--- src/rtl/seq_detector_param_pkg.sv ---
// Shared defaults, legal parameter ranges and helpers for the parametrised serial-pattern detector.
package seq_detector_param_pkg;

  localparam int unsigned PAT_W_MIN   = 2;
  localparam int unsigned PAT_W_MAX   = 32;
  localparam int unsigned DEF_PAT_W   = 5;
  localparam int unsigned DEF_CNT_W   = 8;
  localparam logic [31:0] DEF_PATTERN = 32'h0000_001D;

  // Per-edge operation selected by the control inputs, in priority order.
  typedef enum logic [1:0] {
    OP_IDLE  = 2'd0,
    OP_LOAD  = 2'd1,
    OP_SHIFT = 2'd2
  } op_e;

  function automatic logic pat_w_ok(input int unsigned w);
    return (w >= PAT_W_MIN) && (w <= PAT_W_MAX);
  endfunction

endpackage

--- src/rtl/sat_counter.sv ---
// Saturating up-counter with synchronous clear; clear takes priority over increment.
module sat_counter #(
  parameter int unsigned W = 8
) (
  input  logic         clock,
  input  logic         reset,
  input  logic         inc,
  input  logic         clr,
  output logic [W-1:0] q
);

  logic [W-1:0] q_r;
  logic [W-1:0] q_s;

  // next count: clear, saturating increment, or hold
  always_comb begin
    q_s = q_r;
    if (clr) begin
      q_s = {W{1'b0}};
    end else if (inc && (q_r != {W{1'b1}})) begin
      q_s = q_r + W'(1'b1);
    end else begin
      q_s = q_r;
    end
  end

  // count register
  always_ff @(posedge clock or posedge reset) begin
    if (reset) begin
      q_r <= {W{1'b0}};
    end else begin
      q_r <= q_s;
    end
  end

  assign q = q_r;

endmodule

--- src/rtl/seq_detector_param.sv ---
// Moore serial-pattern detector: shift window, fill gate, reloadable pattern and a saturating match count.
module seq_detector_param
  import seq_detector_param_pkg::*;
#(
  parameter int unsigned      PAT_W   = DEF_PAT_W,
  parameter logic [PAT_W-1:0] PATTERN = DEF_PATTERN[PAT_W-1:0],
  parameter bit               OVERLAP = 1'b1,
  parameter int unsigned      CNT_W   = DEF_CNT_W
) (
  input  logic             clock,
  input  logic             reset,
  input  logic             datain,
  input  logic             din_valid,
  input  logic             pat_load,
  input  logic [PAT_W-1:0] pat_in,
  input  logic             count_clear,
  output logic             dataout,
  output logic [CNT_W-1:0] match_count
);

  localparam int unsigned     FILL_W    = $clog2(PAT_W + 1);
  localparam logic [FILL_W-1:0] FILL_FULL = FILL_W'(PAT_W);
  localparam logic [FILL_W-1:0] FILL_ONE  = {{(FILL_W-1){1'b0}}, 1'b1};

  if (!pat_w_ok(PAT_W)) begin : g_bad_pat_w
    $error("seq_detector_param: PAT_W out of range 2..32");
  end

  // The oldest window bit is never needed again once shifted, so only PAT_W-1 bits are kept.
  logic [PAT_W-2:0]  hist_r, hist_s;
  logic [PAT_W-1:0]  pattern_r, pattern_s;
  logic [PAT_W-1:0]  win_s;
  logic [FILL_W-1:0] fill_r, fill_s, nf_s;
  logic              dataout_r, dataout_s;
  logic              hit_s;
  op_e               op_s;

  // operation decode: load beats shift beats idle
  always_comb begin
    op_s = OP_IDLE;
    if (pat_load) begin
      op_s = OP_LOAD;
    end else if (din_valid) begin
      op_s = OP_SHIFT;
    end else begin
      op_s = OP_IDLE;
    end
  end

  // window and compare
  always_comb begin
    win_s = {hist_r, datain};
    nf_s  = (fill_r == FILL_FULL) ? FILL_FULL : (fill_r + FILL_ONE);
    hit_s = (op_s == OP_SHIFT) && (nf_s == FILL_FULL) && (win_s == pattern_r);
  end

  // next-state logic
  always_comb begin
    hist_s    = hist_r;
    fill_s    = fill_r;
    pattern_s = pattern_r;
    dataout_s = dataout_r;
    case (op_s)
      OP_LOAD: begin
        pattern_s = pat_in;
        hist_s    = {(PAT_W-1){1'b0}};
        fill_s    = {FILL_W{1'b0}};
        dataout_s = 1'b0;
      end
      OP_SHIFT: begin
        hist_s    = win_s[PAT_W-2:0];
        dataout_s = hit_s;
        if (hit_s && !OVERLAP) begin
          fill_s = {FILL_W{1'b0}};
        end else begin
          fill_s = nf_s;
        end
      end
      OP_IDLE: begin
        hist_s    = hist_r;
        fill_s    = fill_r;
        pattern_s = pattern_r;
        dataout_s = dataout_r;
      end
      default: begin
        hist_s    = hist_r;
        fill_s    = fill_r;
        pattern_s = pattern_r;
        dataout_s = dataout_r;
      end
    endcase
  end

  // state registers
  always_ff @(posedge clock or posedge reset) begin
    if (reset) begin
      hist_r    <= {(PAT_W-1){1'b0}};
      fill_r    <= {FILL_W{1'b0}};
      pattern_r <= PATTERN;
      dataout_r <= 1'b0;
    end else begin
      hist_r    <= hist_s;
      fill_r    <= fill_s;
      pattern_r <= pattern_s;
      dataout_r <= dataout_s;
    end
  end

  assign dataout = dataout_r;

  sat_counter #(
    .W (CNT_W)
  ) u_match_cnt (
    .clock (clock),
    .reset (reset),
    .inc   (hit_s),
    .clr   (count_clear),
    .q     (match_count)
  );

endmodule

--- config.mk ---
export PLATFORM = sky130hd
export DESIGN_NAME = seq_detector_param
export DESIGN_NICKNAME = d
export VERILOG_FILES = /design/src/rtl/seq_detector_param_pkg.sv /design/src/rtl/sat_counter.sv /design/src/rtl/seq_detector_param.sv
export SDC_FILE = /design/constraint.sdc
export NUM_CORES = 1
export LEC_CHECK = 0
export ABC_AREA = 1
export BUFFER_PORTS_ARGS = -buffer_cell sky130_fd_sc_hd__clkbuf_2
export CORE_MARGIN = 2
export CORE_UTILIZATION = 54
export DETAILED_ROUTE_END_ITERATION = 7
export PLACE_DENSITY = 0.77
export SETUP_SLACK_MARGIN = 0.3
export SLEW_MARGIN = 20
export SYNTH_ARGS = -nofsm -noshare
export SYNTH_HDL_FRONTEND = slang
export SYNTH_SLANG_ARGS = --single-unit
export TNS_END_PERCENT = 100
--- constraint.sdc ---
create_clock -name clock -period 1.45 [get_ports clock]
set_input_delay 0.29 -clock clock [delete_from_list [all_inputs] [get_ports clock]]
set_output_delay 0.29 -clock clock [all_outputs]
set_load 0.05 [all_outputs]
==> metrics.txt <==
outcome=finished clean; CTS Buf Count=3; DR WL/cell=about 12 µm; Root Buffer=clkbuf_4; CTS tree=yes; ratio of cells with drive above 1 in the final layout=0.4011; pin count of the biggest net entering global routing=22; H-Tree Depth=1; Post-layout nets=200; Least-Margin Pin Slew=0.4185 ns; # diodes=0; syn avg cell area=a little under 8 µm²; initial antenna violation count=0; Final ANT Viol Nets=0; Final WS setup=0.05561 ns; Gate Count Post-Synth=152; first-pass detailed-route iteration total=4; hold path endpoint=pattern_r[2]; vias per cell=between 5 and 6; post-synthesis sequential area ratio=0.4407; worst path bufs/invs=1; Setup WS pre-CTS=0.05770 ns; Yosys cell types=26; syn_nets=approximately 160; Syn. warnings=0; PortBufs=19; CP startpoint kind=flip-flop; endpoint class of the critical path=flip-flop; cell area after synthesis=around 1200 µm²; Seq cells post-synth=21; Lkg Pwr=approximately 0.86 nW; RSZ-0062 raised after global routing=yes; Tmin final=between 1 and 1.5 ns; CP arrival=1.63 ns; # DRC=0; number of placed I/O pins=20; Die H=roughly 51 µm; Max VDD drop=between 0.6 and 0.7 mV; clk_skew=about 0.0055 ns; most used cell, CP=nand2_2; CTS Buffer Depth=2; clk_lat worst skew=0.29 ns; max_slew headroom=0.7207; # setup viols final=0; worst reg2reg path depth=8; reg2reg setup slack=roughly 0.056 ns; Routed Wire Length=about 2600 µm; Initial Util=0.5603; Max Fclk=717.2 MHz; Crit path largest cell delay=~0.56 ns; Tcrit/Tclk final=0.9616; Die X=slightly above 50 µm; worst path cell trace=inv_2, nand2_2, nand2_2, nor2_4, nand2_4, nor2_8, nand4_1, nand2_1; Hold Path Stages=3; vias in the first global route=1060; hold path startpoint=pat_in[2]; DPL Wire Length=~1700 µm; reg-to-reg critical path endpoint=u_match_cnt.q[4]; clock slew at reported path FFs=between 0.1 and 0.15 ns; critical path required time=roughly 1.7 ns; crit-path max FO=8; row count=17; gr ovfl total=0; first-pass GRT wire length=~4500 µm; vias post-DR=approximately 1100; # clock sinks=21; total negative slack=0 ns; die area=roughly 2600 µm²; Routability Congestion=just under 0.8; kind of critical path=flip-flop to flip-flop; core area=2148 µm²; pwr dens=roughly 650 nW/µm²; GRT Resource Usage Total=0.2283; MaxCap Viol Count=0; initial drt markers=23; worst min-delay path class=input pin to flip-flop; worst flop-to-flop path startpoint=pattern_r[2]; Top delay family on crit path=simple AND/OR/NAND/NOR gates; Hold Fails Final Rpt=0; slowest CP cell=dfstp_2; max-slew violations=0; Layout area overhead=33.47%
## per-layer routing
metal,vias up,part of all wire,track usage,routed length [µm]
met4,0,0.014,0.06579,36
met2,23,0.53,0.4394,1363
met5,-,0,0,0
met1,498,0.42,0.2629,1084
li1,561,-,-,-
met3,4,0.029,0.02632,74
## worst max path at each step
stage	from	end	slack [ns]	cells past startpoint
2_1_floorplan	u_match_cnt.q[1]	u_match_cnt.q[1]	0.1	7
3_3_place_gp	pattern_r[2]	u_match_cnt.q[2]	0.12	8
3_5_place_dp	pattern_r[2]	u_match_cnt.q[4]	0.06	8
4_1_cts	pattern_r[2]	u_match_cnt.q[4]	0.12	8
5_1_grt	pattern_r[2]	u_match_cnt.q[0]	0.003	8
6_report	pattern_r[2]	u_match_cnt.q[4]	0.06	8
## worst register-to-register path, delay by kind of cell, from the launching register on
kind,cells,cell delay (ns)
buf+inv,1,0.05
flops,1,0.56
simple gates,7,0.73
## layout make-up
type	count	area [µm²]
fillers	152	541.8
inverters	27	103.9
repair buffers	32	285.3
multi-input cells	103	616.8
flip-flops and latches	21	539.3
well taps	28	35.03
clock buffers	4	26.28
## cell usage after synthesis (all sizes together)
| cell type | count | area, µm² |
|---|---|---|
| a311oi | 1 | 8.760 |
| nor2 | 15 | 111.4 |
| o22ai | 4 | 25.02 |
| ha | 1 | 12.51 |
| buf | 1 | 5.000 |
| nand3 | 12 | 60.06 |
| xor2 | 1 | 8.760 |
| nand2 | 46 | 195.2 |
| nor3 | 1 | 5.000 |
| dfstp | 4 | 105.1 |
| a21oi | 2 | 10.01 |
| inv | 27 | 103.9 |
| o211ai | 1 | 7.510 |
| o21ai | 9 | 45.04 |
| clkbuf | 1 | 3.750 |
| nand4 | 9 | 71.32 |
| dfrtp | 17 | 425.4 |
## cells by family (layout without fill, tap and decap cells)
kind of cell,after synthesis,after routing,synth area share
AND/OR/NAND/NOR,83,84,0.3680
buffers and inverters,29,63,0.09355
flip-flops,21,21,0.4407
AO/OA/AOI/OAI,17,17,0.08004
adder cells (fa/ha/maj),1,1,0.01039
XOR/XNOR,1,1,0.007278
## flip-flops by register name, indices dropped and copies added, names as in the netlist
name           count
dataout            1
fill_r             3
hist_r             4
pattern_r          5
u_match_cnt.q      8
## metrics by stage
step                utilization  total power [mW]  hold slack [ns]  area, µm²  cells
floorplan                     -            0.7207           0.2631       1232    152
global route             0.7478             1.102           0.1880       1607    215
finish                   0.7478             1.048           0.1746       1607    215
detailed placement       0.6372            0.7563           0.3180       1369    199
CTS                      0.7379             1.054           0.1712       1585    214
global placement         0.6372            0.7520           0.3079       1369    199
## where the power goes
part	total, mW	leakage [nW]	switching [mW]	internal [mW]
logic	0.146	0.580	0.0911	0.0545
clock network	0.275	0.0150	0.168	0.107
registers	0.628	0.264	0.0148	0.613
## cells in the final DEF (no fill, tap or decap), types with 2 or more instances in the layout
cell | synthesis | layout
o21ai_0 | 8 | 8
buf_8 | 0 | 9
dfstp_2 | 4 | 4
nand2_4 | 2 | 4
nor2_8 | 2 | 2
nor2_4 | 2 | 4
dfrtp_1 | 17 | 10
nand2_1 | 41 | 34
nand2_2 | 3 | 9
buf_4 | 0 | 12
clkbuf_4 | 0 | 3
nand4_1 | 8 | 8
inv_1 | 22 | 19
nand3_1 | 12 | 12
nor2_1 | 8 | 8
inv_2 | 4 | 7
dfrtp_2 | 0 | 7
a21oi_1 | 2 | 2
clkbuf_2 | 0 | 10
o22ai_1 | 4 | 4
## what timing repair did
item                                    CTS  global route
endpoints found under the setup margin   18            18
hold buffers                              1             0
setup buffers                             9             1
endpoints found under the hold margin    17             0
gates resized for setup                  28            11
gates cloned                              1             0
pin swaps                                 8            10
(Power assumes the default switching activity.)
